`src/rtl/mem_access.sv`:
```
// LC-3b memory stage: drives data-memory transactions and registers the MEM/WB result.
// Define MEM_ACCESS_INDIRECT_EN for two-phase LDI/STI through a latched pointer.
module mem_access (
    input  logic        clk,
    input  logic        rst_n,
    input  logic        valid_in,
    input  logic [3:0]  opcode,
    input  logic        mem_read,
    input  logic        mem_write,
    input  logic        load_regfile_in,
    input  logic        load_cc_in,
    input  logic [2:0]  dr_in,
    input  logic [15:0] address,
    input  logic [15:0] result,
    input  logic [15:0] store_data,
    output logic [15:0] dmem_address,
    output logic        dmem_read,
    output logic        dmem_write,
    output logic [1:0]  dmem_byte_enable,
    output logic [15:0] dmem_wdata,
    input  logic [15:0] dmem_rdata,
    input  logic        dmem_resp,
    output logic        mem_stall,
    output logic        wb_valid,
    output logic        wb_load_regfile,
    output logic        wb_load_cc,
    output logic [2:0]  wb_dr,
    output logic [15:0] wb_data
);

    localparam logic [3:0] OpLdb = 4'h2;
    localparam logic [3:0] OpStb = 4'h3;
`ifdef MEM_ACCESS_INDIRECT_EN
    localparam logic [3:0] OpLdi = 4'hA;
    localparam logic [3:0] OpSti = 4'hB;
`endif

    typedef enum logic [1:0] {
        StIdle,
        StAccess
`ifdef MEM_ACCESS_INDIRECT_EN
        , StIndirect
`endif
    } state_e;

    state_e      state_q, state_d;
    logic        rd_q, rd_d, wr_q, wr_d;
    logic [15:0] addr_q, addr_d, wdata_q, wdata_d;
    logic [1:0]  be_q, be_d;
    logic        wb_valid_q, wb_valid_d, wb_lr_q, wb_lr_d, wb_cc_q, wb_cc_d;
    logic [2:0]  wb_dr_q, wb_dr_d;
    logic [15:0] wb_data_q, wb_data_d;
`ifdef MEM_ACCESS_INDIRECT_EN
    logic [14:0] ptr_q, ptr_d;
    logic        is_ind;
`endif

    logic        mem_op, is_byte, first_rd, capture;
    logic [15:0] first_addr, first_wdata, load_data, wb_src;
    logic [1:0]  first_be;
    logic [7:0]  lane;

    always_comb begin
        mem_op   = valid_in & (mem_read | mem_write);
        is_byte  = (opcode == OpLdb) | (opcode == OpStb);
`ifdef MEM_ACCESS_INDIRECT_EN
        is_ind   = (opcode == OpLdi) | (opcode == OpSti);
        // STI also starts with a read: the first access fetches the pointer.
        first_rd = mem_read | is_ind;
`else
        first_rd = mem_read;
`endif
        first_addr  = is_byte ? address : {address[15:1], 1'b0};
        first_be    = (is_byte & ~first_rd) ? (address[0] ? 2'b10 : 2'b01) : 2'b11;
        first_wdata = first_rd ? 16'h0000 :
                      (is_byte ? {store_data[7:0], store_data[7:0]} : store_data);
        lane        = address[0] ? dmem_rdata[15:8] : dmem_rdata[7:0];
        load_data   = (opcode == OpLdb) ? {{8{lane[7]}}, lane} : dmem_rdata;
        wb_src      = mem_read ? load_data : result;
    end

    always_comb begin
        state_d    = state_q;
        rd_d       = rd_q;
        wr_d       = wr_q;
        addr_d     = addr_q;
        be_d       = be_q;
        wdata_d    = wdata_q;
        wb_valid_d = 1'b0;
        wb_lr_d    = 1'b0;
        wb_cc_d    = 1'b0;
        wb_dr_d    = wb_dr_q;
        wb_data_d  = wb_data_q;
        capture    = 1'b0;
`ifdef MEM_ACCESS_INDIRECT_EN
        ptr_d      = ptr_q;
`endif
        unique case (state_q)
            StIdle: begin
                if (mem_op) begin
                    state_d = StAccess;
                    rd_d    = first_rd;
                    wr_d    = ~first_rd;
                    addr_d  = first_addr;
                    be_d    = first_be;
                    wdata_d = first_wdata;
                end else begin
                    capture = 1'b1;
                end
            end
            StAccess: begin
                if (dmem_resp) begin
`ifdef MEM_ACCESS_INDIRECT_EN
                    if (is_ind) begin
                        state_d = StIndirect;
                        ptr_d   = dmem_rdata[15:1];
                        rd_d    = (opcode == OpLdi);
                        wr_d    = (opcode == OpSti);
                        be_d    = 2'b11;
                        wdata_d = (opcode == OpSti) ? store_data : 16'h0000;
                    end else begin
                        capture = 1'b1;
                    end
`else
                    capture = 1'b1;
`endif
                end
            end
`ifdef MEM_ACCESS_INDIRECT_EN
            StIndirect: begin
                if (dmem_resp) begin
                    capture = 1'b1;
                end
            end
`endif
            default: state_d = StIdle;
        endcase

        // Capture covers both pass-through instructions and completing memory ops.
        if (capture) begin
            state_d    = StIdle;
            rd_d       = 1'b0;
            wr_d       = 1'b0;
            addr_d     = 16'h0000;
            be_d       = 2'b00;
            wdata_d    = 16'h0000;
            wb_valid_d = valid_in;
            wb_lr_d    = valid_in & load_regfile_in;
            wb_cc_d    = valid_in & load_cc_in;
            wb_dr_d    = dr_in;
            wb_data_d  = wb_src;
        end
    end

    always_ff @(posedge clk or negedge rst_n) begin
        if (!rst_n) begin
            state_q    <= StIdle;
            rd_q       <= 1'b0;
            wr_q       <= 1'b0;
            addr_q     <= 16'h0000;
            be_q       <= 2'b00;
            wdata_q    <= 16'h0000;
            wb_valid_q <= 1'b0;
            wb_lr_q    <= 1'b0;
            wb_cc_q    <= 1'b0;
            wb_dr_q    <= 3'd0;
            wb_data_q  <= 16'h0000;
`ifdef MEM_ACCESS_INDIRECT_EN
            ptr_q      <= 15'h0000;
`endif
        end else begin
            state_q    <= state_d;
            rd_q       <= rd_d;
            wr_q       <= wr_d;
            addr_q     <= addr_d;
            be_q       <= be_d;
            wdata_q    <= wdata_d;
            wb_valid_q <= wb_valid_d;
            wb_lr_q    <= wb_lr_d;
            wb_cc_q    <= wb_cc_d;
            wb_dr_q    <= wb_dr_d;
            wb_data_q  <= wb_data_d;
`ifdef MEM_ACCESS_INDIRECT_EN
            ptr_q      <= ptr_d;
`endif
        end
    end

`ifdef MEM_ACCESS_INDIRECT_EN
    assign dmem_address = (state_q == StIndirect) ? {ptr_q, 1'b0} : addr_q;
`else
    assign dmem_address = addr_q;
`endif
    assign dmem_read        = rd_q;
    assign dmem_write       = wr_q;
    assign dmem_byte_enable = be_q;
    assign dmem_wdata       = wdata_q;
    assign mem_stall        = ~capture;
    assign wb_valid         = wb_valid_q;
    assign wb_load_regfile  = wb_lr_q;
    assign wb_load_cc       = wb_cc_q;
    assign wb_dr            = wb_dr_q;
    assign wb_data          = wb_data_q;

endmodule

```
`config.mk`:
```
export PLATFORM = sky130hd
export DESIGN_NAME = mem_access
export DESIGN_NICKNAME = d
export VERILOG_FILES = /design/src/rtl/mem_access.sv
export SDC_FILE = /design/constraint.sdc
export NUM_CORES = 1
export LEC_CHECK = 0
export CAP_MARGIN = 0
export CORE_MARGIN = 3
export CORE_UTILIZATION = 42
export CTS_CLUSTER_SIZE = 30
export DETAILED_ROUTE_END_ITERATION = 16
export HOLD_SLACK_MARGIN = 0.05
export PLACE_DENSITY_LB_ADDON = 0.08
export RECOVER_POWER = 50
export SLEW_MARGIN = 5
export SYNTH_ARGS = -nofsm -noshare
export SYNTH_HDL_FRONTEND = slang
export SYNTH_SLANG_ARGS = --single-unit
```
`constraint.sdc`:
```
create_clock -name clk -period 2.56 [get_ports clk]
set_input_delay 0.256 -clock clk [delete_from_list [all_inputs] [get_ports clk]]
set_output_delay 0.256 -clock clk [all_outputs]
set_load 0.01 [all_outputs]
```
Word level (Yosys, flattened, before mapping)
Cells that the tools add are included.

ROM bits: 0. Bits in latches: 0. Flip-flop bits (word level): 60. Memories kept: 0. Output and inout bits: 59. Logic and storage cells: 61. RAM bits: 0.

Shift operators: 0. Reductions and logical operators: 5. Add/subtract/negate cells: 0. Eq/ne operators: 5. $mul: 0. Magnitude comparators: 0. Mux-type cells: 32. Bitwise logic cells: 8. Div/mod/pow operators: 0.

Operators by type and width (number): 16-bit 2-to-1 mux (10); 2-bit 2-to-1 mux (7); 1-bit 2-to-1 mux (12); 4-bit by 2-bit == test with 1-bit output (second input constant) (2); 8-bit 2-to-1 mux (1); 1-bit bitwise AND (4); 2-bit case mux with 2 select lines (1); 2-bit AND reduction (2); 2-bit nonzero test (2); 3-bit inequality test (second input constant) (1); 2-bit by 1-bit == test with 1-bit output (second input constant) (1); 2-bit zero test (1); 2-bit inequality test (second input constant) (1); 1-bit inverter (2); 1-bit bitwise OR (2); 1-bit case mux with 2 select lines (1).

Logic depth before layout (Yosys ltp)
Gate-level depths: netlist of the first run.

Word-level depth: 7. Gate-level depth with buffers: 7. Gate-level depth less buffers: 5.

Worst setup path before layout of the first run
No wires, ideal clock.

Path kind: register to register. Start point: reg state_q[0]. End point: reg wb_data_q[11] (netlist: wb_data[11]). Setup time: 0.125 ns. Required time: 2.435 ns. Slack: 1.210 ns. Data arrival time: 1.225 ns. Stages on the path, launching flop included: 8. Clock period less this slack: 1.350 ns. Path buffers: 2. Cell sequence: dfrtp_1 -> nor2b_1 -> buf_2 -> o21ba_4 -> inv_2 -> buf_2 -> nand2_1 -> o41ai_2.

Cells in the longest elaborated chain, start to end: 2. Elaborated cells on any way between the ends: 3. Classes of those cells: 1 x eq/ne; 1 x mux; 1 x reduce/logical.

RTL lines: from (decl) (line 46) `state_e state_q, state_d;`; from (signal assigned) (line 157) `state_q <= StIdle;`; from (signal assigned) (line 172) `state_q <= state_d;`; 2-bit by 1-bit == test with 1-bit output or 2-bit zero test (tied branches) (line 98) `unique case (state_q)`; 1-bit case mux with 2 select lines (*) (line 98); to (signal assigned) (line 182) `wb_data_q <= wb_data_d;`; to (decl) (line 52) `logic [15:0] wb_data_q, wb_data_d;`.

Mark *: on every way between the ends. The rest lies on a longest branch, timed or not. A chain may end at the register's enable or synchronous reset.

Worst setup path after layout of the first run
Start point: in mem_write. End point: out mem_stall.

Cells in the longest elaborated chain, start to end: 5.

RTL lines: from (decl) (line 9) `input logic mem_write,`; 1-bit bitwise OR (line 64) `mem_op = valid_in & (mem_read | mem_write);`; 1-bit bitwise AND (line 64); 1-bit 2-to-1 mux (line 100) `if (mem_op) begin`; 1-bit case mux with 2 select lines (line 98); 1-bit inverter (line 198) `assign mem_stall = ~capture;`; to (decl) (line 23) `output logic mem_stall,`.

Every way passes these cells.

==> results of run 1 <==
-- cells by family (layout without fill, tap and decap cells) --
family          Yosys count  after routing  synth area share
compound gates           74             74             0.227
simple gates             61             61             0.109
flops                    59             59             0.587
buf+inv                  20            163            0.0408
mux                       9              9            0.0358
-- synthesized netlist by cell type, drive strengths merged --
master / instances
a22o: 31
a32o: 1
o21ai: 10
o22ai: 8
nor2b: 3
nor2: 13
dfrtp: 59
nor4b: 1
nor3b: 1
clkbuf: 6
inv: 2
buf: 11
o31ai: 8
nand3: 1
and3: 5
o21ba: 1
nand2b: 2
o41ai: 1
nand2: 34
a21oi: 7
and2: 1
clkinv: 1
mux2i: 9
a221oi: 7
-- power breakdown --
part / internal (mW) / switching [mW]
Sequential: 1.03 / 0.0572
Clock: 0.574 / 0.376
Combinational: 0.353 / 0.270
-- stage by stage --
stage          hold slack (ns)   util
2_1_floorplan          -0.0396      -
3_3_place_gp             0.173  0.697
3_5_place_dp             0.176  0.697
4_1_cts                  0.356  0.739
5_1_grt                  0.475  0.738
6_report                 0.451  0.738
-- how the worst min path moves through the flow --
stage	startpoint	endpoint	slack, ns	cells after the start
2_1_floorplan	rst_n	dmem_address[0]	-0.04	0
3_3_place_gp	rst_n	dmem_address[1]	0.17	1
3_5_place_dp	rst_n	dmem_address[1]	0.18	1
4_1_cts	rst_n	dmem_address[1]	0.36	2
5_1_grt	dr_in[0]	wb_dr[0]	0.47	3
6_report	dr_in[0]	wb_dr[0]	0.45	3
-- worst min-delay path, cell delays in order --
cell,delay [ns]
clkdlybuf4s50_1,0.39
nand2_1,0.05
nand2_1,0.04
-- layout make-up --
cell class	count	area share
Multi-Input combinational cell	144	0.227
Timing Repair Buffer	144	0.340
Clock buffer	10	0.0331
Sequential cell	59	0.355
Tap cell	72	0.0216
Clock inverter	6	0.0213
Inverter	3	0.00271
-- placed cells by master, fill, tap and decap left out, types with 4 or more instances in the layout --
| cell type | Yosys | routed |
|---|---|---|
| o31ai_1 | 8 | 8 |
| a221oi_1 | 7 | 7 |
| clkbuf_8 | 0 | 10 |
| o22ai_1 | 8 | 8 |
| dfrtp_1 | 59 | 59 |
| clkdlybuf4s50_1 | 0 | 114 |
| o21ai_0 | 10 | 10 |
| and3_1 | 5 | 5 |
| mux2i_1 | 9 | 9 |
| buf_4 | 3 | 4 |
| a22o_1 | 31 | 31 |
| dlygate4sd3_1 | 0 | 23 |
| nand2_1 | 34 | 34 |
| a21oi_1 | 7 | 7 |
| nor2_1 | 12 | 12 |
-- registers in the layout, indices dropped and copies added, names as in the netlist --
signal and cells:
dmem_address 16, dmem_byte_enable 2, dmem_read 1, dmem_wdata 16
dmem_write 1, state_q 1, wb_data 16, wb_dr 3
wb_load_cc 1, wb_load_regfile 1, wb_valid 1
-- per-layer routing --
metal,up-vias,track usage
met4,0,0.0594
met5,-,0
met1,1124,0.285
met2,98,0.397
li1,1096,-
met3,10,0.0714
-- repair_timing --
action | CTS | global route
endpoints found under the hold margin | 15 | 0
hold buffers | 1 | 0
resized for setup | 0 | 0
buffers inserted | 0 | 0
==> summary.md, run 1 <==
| Metric | Value |
|---|---|
| Status | `finished clean` |
| Post-synth top area cell | `dfrtp_1` |
| Hold Crit Class | `input pin to flip-flop` |
| Multi-input gate area | `between 900 and 1000 um^2` |
| Peak VDD IR | `about 0.48 mV` |
| Yosys warns | `0` |
| Final Setup Violations | `0` |
| Die ar. | `a little under 7000 um^2` |
| Die width | `around 83 um` |
| Met2 WL | `3970 um` |
| RR Startpoint | `state_q[0]` |
| WS Path Type | `input pin to output port` |
| Tcrit/Tclk final | `0.808` |
| WL met1 | `3230 um` |
| Post-Route WL | `7780 um` |
| Max Cap Viol | `0` |
| WP data arrival | `1.81 ns` |
| GP Congestion | `roughly 0.81` |
| Critical Path Start Type | `input pin` |
| Sum Neg Setup Slack | `0 ns` |
| Synth Register Bits | `59` |
| F_max | `between 400 and 500 MHz` |
| Reg clk slew, reported paths | `~0.07 ns` |
| Worst R2R Path Depth | `4` |
| RSZ-0062 raised after global routing | `no` |
| Leakage power total | `1.83 nW` |
| Reg2reg end | `wb_load_cc` |
| Slowest-stage cell, CP | `dlygate4sd3_1` |
| Fin Clk Skew | `0.00772 ns` |
| Drt via density | `5.32` |
| FF-to-FF setup slack | `0.84 ns` |
| Tot GR Track Use | `0.232` |
| Top delay family on crit path | `buffers and inverters` |
| Share of the synthesized area in the top cell type | `0.587` |
| Sequential area share after synthesis | `0.587` |
| H-Tree Depth | `3` |
| Worst Path Required | `2.30 ns` |
| Top post-synthesis cells by area | `dfrtp_1, a22o_1, nand2_1, mux2i_1, a221oi_1` |
| Largest net degree at the start of global routing | `45` |
| Clock latency on the worst-skew pair | `0.33 ns` |
| Synth cell types | `28` |
| Vias in the first global route | `~2.4k` |
| # port buffers | `approximately 140` |
| 1st-pass router iterations | `4` |
| Syn_nets | `302` |
| Mean Syn Cell Area | `about 11 um^2` |
| Met3 WL | `~500 um` |
| Worst-path fanout max | `3` |
| Fin. Hold Viols | `0` |
| Post-Syn Area | `2510 um^2` |
| Drt wl/cell | `about 18 um` |
| NumNets Final | `440` |
| Placed Area | `3930 um^2` |
| End of the critical path | `mem_stall` |
| Max layer used | `met4` |
| Synth-to-layout area growth | `65.5%` |
| First-pass GRT wire length | `about 13000 um` |
| CP peak stage delay | `0.58 ns` |
| Estimated wirelength of the detail-placed design | `5820 um` |
| Reg area | `1480 um^2` |
| Layout Cells excl Fill | `438` |
| Synth Instances | `223` |
| Detail Route Antenna Nets | `0` |
| Max clock buf depth | `2` |
| Row count | `27` |
| Nature of the critical path endpoint | `output port` |
| CP startpoint | `mem_write` |
| Post-Layout Inst Area | `4160 um^2` |
| # clock sinks | `59` |
| Min Tclk post-route | `~2.1 ns` |
| CORE AREA | `5640 um^2` |
| Critical path depth | `5` |
| Starting density of the core | `0.446` |
| Vias post-DR | `around 2.3k` |
| Dpl cells | `421` |
| Power, Total | `2.66 mW` |
| Worst-case headroom to the max-slew limit | `0.457` |
| CTS Buf Count | `9` |
| Buf/Inv on CP | `3` |
| Fin worst setup slack | `0.492 ns` |
| I/O Pins | `between 100 and 150` |
| TritonCTS clock tree | `yes` |
| Die height | `83.4 um` |
| Clock Root Buffer | `clkbuf_8` |
| Max-slew violations | `0` |
| # diodes | `0` |
| Post-place setup slack | `0.450 ns` |
| Drt drc | `0` |
| Initial antenna violation count | `0` |
| Critical-path cell list | `dlygate4sd3_1 -> nor2_1 -> o21ba_4 -> inv_2 -> clkdlybuf4s50_1` |
| DR iter-0 viols | `188` |
| Overflow after GRT | `0` |
| Share of layout cells above drive strength 1 | `0.0765` |
| Fillers | `~420` |
| PwrDens | `640 nW/um^2` |
| Worst Tran Pin Value | `between 0.8 and 0.9 ns` |
Power figures use the tool's default switching activity.
==> inputs of run 2 (changes only) <==
--- a/config.mk
+++ b/config.mk
@@ -7,7 +7,7 @@
 export LEC_CHECK = 0
 export CAP_MARGIN = 0
 export CORE_MARGIN = 3
-export CORE_UTILIZATION = 42
+export CORE_UTILIZATION = 39
 export CTS_CLUSTER_SIZE = 30
 export DETAILED_ROUTE_END_ITERATION = 16
 export HOLD_SLACK_MARGIN = 0.05
==> constraint.sdc (replaced) <==
create_clock -name clk -period 2.1 [get_ports clk]
set_input_delay 0.21 -clock clk [delete_from_list [all_inputs] [get_ports clk]]
set_output_delay 0.21 -clock clk [all_outputs]
set_load 0.01 [all_outputs]
==> summary.md, run 2 (synthesis results as in run 1) <==
| Metric | Value |
|---|---|
| Sequential share of power | `0.427 (was 0.409)` |
| Final Setup Violations | `0 (unchanged)` |
| # clock sinks | `59 (unchanged)` |
| FF-to-FF setup slack | `0.39 ns (was 0.84 ns)` |
| Final Core Density | `0.682 (was 0.738)` |
| Psw | `0.820 mW (was 0.703 mW)` |
| Worst-path fanout max | `4 (was 3)` |
| GP Congestion | `0.811 (about the same)` |
| Worst hold start | `dr_in[2] (was dr_in[0])` |
| Power, Total | `3.10 mW (was 2.66 mW)` |
| Hold Crit Class | `input pin to flip-flop (unchanged)` |
| Starting density of the core | `0.413 (was 0.446)` |
| Die width | `86.3 um (was 83.4 um)` |
| Estimated wirelength of the detail-placed design | `5660 um (was 5820 um)` |
| Sum Neg Setup Slack | `0 ns (unchanged)` |
| Clock Root Buffer | `clkbuf_8 (unchanged)` |
| Most frequent cells in the layout | `clkdlybuf4s50_1, dfrtp_1, nand2_1, a22o_1, nor2_1 (was clkdlybuf4s50_1, dfrtp_1, nand2_1, a22o_1, dlygate4sd3_1)` |
| Tcrit/Tclk final | `0.909` |
| WHS | `0.410 ns (was 0.451 ns)` |
| Internal | `2.28 mW (was 1.96 mW)` |
| Post-Layout Inst Area | `4160 um^2 (about the same)` |
| First-pass GRT wire length | `11700 um (was 12700 um)` |
| WP data arrival | `1.70 ns (was 1.81 ns)` |
| Worst Tran Pin Value | `1.40 ns (was 0.814 ns)` |
| Tot GR Track Use | `0.204 (was 0.232)` |
| Fillers | `512 (was 422)` |
| Row count | `28 (was 27)` |
| # port buffers | `137 (unchanged)` |
| Die ar. | `7450 um^2 (was 6950 um^2)` |
| F_max | `524 MHz` |
| I/O Pins | `138 (unchanged)` |
| Share of layout cells above drive strength 1 | `0.0732 (was 0.0765)` |
| RR Startpoint | `state_q[0] (unchanged)` |
| # diodes | `0 (unchanged)` |
| 1st-pass router iterations | `4 (unchanged)` |
| Slowest-stage cell, CP | `clkdlybuf4s50_1 (was dlygate4sd3_1)` |
| Initial antenna violation count | `0 (unchanged)` |
| Worst Path Required | `1.89 ns (was 2.30 ns)` |
| Fin Clk Skew | `0.00634 ns (was 0.00772 ns)` |
| Max clock buf depth | `2 (unchanged)` |
| WHS Path Cells | `3 (unchanged)` |
| RSZ-0062 raised after global routing | `no (unchanged)` |
| Drt via density | `5.28 (was 5.32)` |
| Post-cts sizing count | `0 (unchanged)` |
| Min Tclk post-route | `1.91 ns` |
| Drt drc | `0 (unchanged)` |
| Nature of the critical path endpoint | `output port (unchanged)` |
| H-Tree Depth | `3 (unchanged)` |
| Vias in the first global route | `2289 (was 2406)` |
| Worst R2R Path Depth | `5 (was 4)` |
| Reg2reg end | `wb_data[3] (was wb_load_cc)` |
| Post-Route WL | `7460 um (was 7780 um)` |
| Logic pwr share | `0.250 (was 0.234)` |
| Clock share of power | `0.322 (was 0.357)` |
| Overflow after GRT | `0 (unchanged)` |
| Leakage power total | `1.80 nW (was 1.83 nW)` |
| PwrDens | `747 nW/um^2 (was 640 nW/um^2)` |
| DR iter-0 viols | `101 (was 188)` |
| NumNets Final | `443 (was 440)` |
| Reg clk slew, reported paths | `0.07 ns (about the same)` |
| Hold EP | `wb_dr[2] (was wb_dr[0])` |
| Vias post-DR | `2345 (was 2328)` |
| WS Path Type | `flip-flop to output port (was input pin to output port)` |
| Peak VDD IR | `0.482 mV (was 0.481 mV)` |
| TritonCTS clock tree | `yes (unchanged)` |
| CORE AREA | `6100 um^2 (was 5640 um^2)` |
| Detail Route Antenna Nets | `0 (unchanged)` |
| Max Cap Viol | `0 (unchanged)` |
| Die height | `86.3 um (was 83.4 um)` |
| Worst-case headroom to the max-slew limit | `0.0695 (was 0.457)` |
| Largest net degree at the start of global routing | `37 (was 45)` |
| Drt wl/cell | `16.8 um (was 17.8 um)` |
| Placed Area | `3970 um^2 (was 3930 um^2)` |
| CTS Buf Count | `9 (unchanged)` |
| Synth-to-layout area growth | `65.2% (was 65.5%)` |
| Fin. Hold Viols | `0 (unchanged)` |
| CP peak stage delay | `0.53 ns (was 0.58 ns)` |
| CP startpoint | `state_q[0] (was mem_write)` |
| Most common cell after layout, fill and taps aside | `clkdlybuf4s50_1 (unchanged)` |
| Status | `finished clean (unchanged)` |
| Clock latency on the worst-skew pair | `0.32 ns (was 0.33 ns)` |
| Max-slew violations | `0 (unchanged)` |
| Sw Ratio | `0.264 (about the same)` |
| Critical Path Start Type | `flip-flop (was input pin)` |
| Critical-path cell list | `nand2b_1 -> o21ba_1 -> inv_2 -> clkdlybuf4s50_1 (was dlygate4sd3_1 -> nor2_1 -> o21ba_4 -> inv_2 -> clkdlybuf4s50_1)` |
run 2: power groups by stage:
stage,clock network [mW],logic [mW],registers (mW)
after detailed placement,0,0.791,1.34
after CTS,1.03,0.797,1.33
after global placement,0,0.782,1.35
after global routing,1.08,0.836,1.34
after floorplan,0,0.239,1.40
final,1.00,0.778,1.33
run 2: worst max-delay path by stage:
stage / end / slack, ns / depth (start not counted)
after floorplan: wb_data[11] / 0.75 / 7
after global placement: wb_data[1] / 0.15 / 5
after detailed placement: wb_data[6] / 0.13 / 5
after CTS: mem_stall / 0.13 / 4
after global routing: mem_stall / 0.12 / 4
final: mem_stall / 0.19 / 4
run 2: layer usage:
| layer | track usage | routed length (um) | part of all wire | up-vias |
|---|---|---|---|---|
| li1 | - | - | - | 1106 |
| met1 | 0.272 | 3070 | 0.41 | 1131 |
| met2 | 0.324 | 3670 | 0.49 | 95 |
| met3 | 0.0456 | 568 | 0.076 | 13 |
| met4 | 0.0864 | 150 | 0.020 | 0 |
| met5 | 0 | 0 | 0 | - |
run 2: what timing repair did:
action,CTS,global route
hold endpoints to repair,24,0
hold buffers,1,0
buffers inserted,0,0
run 2: worst max-delay path, delay by kind of cell (launching register included):
kind	cells	cell delay [ns]
buf+inv	2	0.60
flops	1	0.39
compound gates	1	0.21
simple gates	1	0.17
run 2: area by class of cell:
cell class | instances | area [um^2] | share of cell area
inverter | 3 | 11.3 | 0.00271
tap | 75 | 93.8 | 0.0226
multi-input combinational | 144 | 935 | 0.225
clock buffer | 11 | 141 | 0.0340
sequential | 59 | 1480 | 0.355
clock inverter | 5 | 52.6 | 0.0126
timing repair buffer | 147 | 1450 | 0.348
run 2: through the flow:
step / cells / setup WS [ns]
6_report: 444 / 0.191
5_1_grt: 444 / 0.116
4_1_cts: 444 / 0.133
3_5_place_dp: 427 / 0.130
3_3_place_gp: 427 / 0.148
2_1_floorplan: 223 / 0.750
==> inputs of run 3 (changes only) <==
--- a/config.mk
+++ b/config.mk
@@ -6,8 +6,8 @@
 export NUM_CORES = 1
 export LEC_CHECK = 0
 export CAP_MARGIN = 0
-export CORE_MARGIN = 3
-export CORE_UTILIZATION = 39
+export CORE_UTILIZATION = 40
+export CTS_BUF_LIST = sky130_fd_sc_hd__clkbuf_4 sky130_fd_sc_hd__clkbuf_8
 export CTS_CLUSTER_SIZE = 30
 export DETAILED_ROUTE_END_ITERATION = 16
 export HOLD_SLACK_MARGIN = 0.05
==> summary.md, run 3 (synthesis results as in run 1) <==
| Metric | Value |
|---|---|
| Status | `finished clean (unchanged)` |
| Multi-input gate area | `935 um^2 (unchanged)` |
| First-pass GRT wire length | `11600 um (was 11700 um)` |
| Worst R2R Path Depth | `4 (was 5)` |
| # diodes | `0 (unchanged)` |
| Drt wl/cell | `16.9 um (was 16.8 um)` |
| Nature of the critical path endpoint | `output port (unchanged)` |
| Fillers | `470 (was 512)` |
| RSZ-0062 raised after global routing | `no (unchanged)` |
| # clock sinks | `59 (unchanged)` |
| Estimated wirelength of the detail-placed design | `5440 um (was 5660 um)` |
| Die width | `81.3 um (was 86.3 um)` |
| Share of layout cells above drive strength 1 | `0.0714 (was 0.0732)` |
| Drt via density | `5.40 (was 5.28)` |
| Synth-to-layout area growth | `63.5% (was 65.2%)` |
| Sw Ratio | `0.269 (was 0.264)` |
| Min Tclk post-route | `1.95 ns (was 1.91 ns)` |
| CORE AREA | `5990 um^2 (was 6100 um^2)` |
| Detail Route Antenna Nets | `0 (unchanged)` |
| Initial antenna violation count | `0 (unchanged)` |
| Critical Path Start Type | `flip-flop (unchanged)` |
| Worst Tran Pin Value | `1.46 ns (was 1.40 ns)` |
| Sequential share of power | `0.435 (was 0.427)` |
| 1st-pass router iterations | `6 (was 4)` |
| Reg2reg end | `wb_data[0] (was wb_data[3])` |
| Vias post-DR | `2371 (was 2345)` |
| Logic pwr share | `0.248 (was 0.250)` |
| Tcrit/Tclk final | `0.926 (was 0.909)` |
| CP startpoint | `state_q[0] (unchanged)` |
| Final Setup Violations | `0 (unchanged)` |
| Most frequent cells in the layout | `clkdlybuf4s50_1, dfrtp_1, nand2_1, a22o_1, dlygate4sd3_1 (was clkdlybuf4s50_1, dfrtp_1, nand2_1, a22o_1, nor2_1)` |
| H-Tree Depth | `3 (unchanged)` |
| DR iter-0 viols | `75 (was 101)` |
| WP data arrival | `1.74 ns (was 1.70 ns)` |
| Starting density of the core | `0.420 (was 0.413)` |
| # port buffers | `137 (unchanged)` |
| Worst-path fanout max | `4 (unchanged)` |
| Worst Path Required | `1.89 ns (about the same)` |
| Vias in the first global route | `2306 (was 2289)` |
| CTS Hold Bufs | `0 (was 1)` |
| Peak VDD IR | `0.458 mV (was 0.482 mV)` |
| GP Congestion | `0.840 (was 0.811)` |
| Fin. Hold Viols | `0 (unchanged)` |
| NumNets Final | `440 (was 443)` |
| Die ar. | `6610 um^2 (was 7450 um^2)` |
| Overflow after GRT | `0 (unchanged)` |
| Fin Clk Skew | `0.00417 ns (was 0.00634 ns)` |
| Max-slew violations | `0 (unchanged)` |
| Max Cap Viol | `0 (unchanged)` |
| PwrDens | `743 nW/um^2 (was 747 nW/um^2)` |
| WS Path Type | `flip-flop to output port (unchanged)` |
| TritonCTS clock tree | `yes (unchanged)` |
| Power, Total | `3.06 mW (was 3.10 mW)` |
| Row count | `28 (unchanged)` |
| Clock Root Buffer | `clkbuf_8 (unchanged)` |
| Leakage power total | `1.82 nW (was 1.80 nW)` |
| CTS Buf Count | `9 (unchanged)` |
| Clock latency on the worst-skew pair | `0.33 ns (was 0.32 ns)` |
| Sum Neg Setup Slack | `0 ns (unchanged)` |
| Hold Crit Class | `input pin to async pin (was input pin to flip-flop)` |
| F_max | `514 MHz (was 524 MHz)` |
| Internal | `2.23 mW (was 2.28 mW)` |
| Reg area | `1480 um^2 (unchanged)` |
| Reg clk slew, reported paths | `0.06 ns (was 0.07 ns)` |
| Postcts setup bufs | `0 (unchanged)` |
| I/O Pins | `138 (unchanged)` |
| Largest net degree at the start of global routing | `60 (was 37)` |
| Worst-case headroom to the max-slew limit | `0.0281 (was 0.0695)` |
| Psw | `0.821 mW (was 0.820 mW)` |
| Most common cell after layout, fill and taps aside | `clkdlybuf4s50_1 (unchanged)` |
| Die height | `81.3 um (was 86.3 um)` |
| RR Startpoint | `state_q[0] (unchanged)` |
| Tot GR Track Use | `0.238 (was 0.204)` |
| Drt drc | `0 (unchanged)` |
| FF-to-FF setup slack | `0.34 ns (was 0.39 ns)` |
| Post-Route WL | `7430 um (was 7460 um)` |
| Post-cts sizing count | `0 (unchanged)` |
| Clock share of power | `0.317 (was 0.322)` |
| Max clock buf depth | `2 (unchanged)` |
run 3: changes by cell type in the layout (fill, tap and decap cells not counted), sizes merged:
| cell | delta |
|---|---|
| clkdlybuf4s50 | -19 |
| dlygate4sd3 | +18 |
| clkinv | -3 |
| buf | -1 |
| bufinv | -1 |
| clkbuf | +1 |
run 3: metal layers:
layer	global-route usage	vias up	share of wire
li1	-	1094	-
met1	0.308	1156	0.43
met2	0.361	98	0.47
met3	0.0719	23	0.070
met4	0.120	0	0.031
met5	0	-	0
run 3: stage by stage:
stage / instances / hold WS, ns / area, um^2 / setup slack (ns) / utilization
after floorplan: 223 / -0.0856 / 2510 / 0.750 / -
after global placement: 425 / 0.412 / 3940 / 0.168 / 0.658
after detailed placement: 425 / 0.414 / 3940 / 0.116 / 0.658
after CTS: 439 / 0.0597 / 4130 / 0.120 / 0.689
after global routing: 439 / 0.402 / 4110 / 0.0825 / 0.687
final: 439 / 0.302 / 4110 / 0.154 / 0.687
run 3: worst max path at each step:
stage,endpoint,cells past startpoint
floorplan,wb_data[11],7
global placement,wb_data[2],5
detailed placement,wb_data[2],5
CTS,mem_stall,4
global route,mem_stall,4
finish,mem_stall,4
run 3: power by group through the flow:
stage / clock network [mW] / registers [mW] / logic, mW
after floorplan: 0 / 1.40 / 0.239
after global placement: 0 / 1.35 / 0.776
after detailed placement: 0 / 1.35 / 0.784
after CTS: 0.989 / 1.33 / 0.788
after global routing: 1.05 / 1.34 / 0.817
final: 0.969 / 1.33 / 0.757
run 3: worst max-delay path, cell delays in order, from the launching register on:
cell	delay, ns
dfrtp_1	0.40
nand2b_1	0.18
o21ba_1	0.22
inv_2	0.07
clkdlybuf4s50_1	0.54
run 3: final cells by class:
cell class                 instances  share of cell area
clock buffer                      13              0.0435
clock inverter                     1             0.00183
inverter                           3             0.00274
multi-input combinational        144               0.227
sequential                        59               0.359
tap                               75              0.0228
timing repair buffer             144               0.343
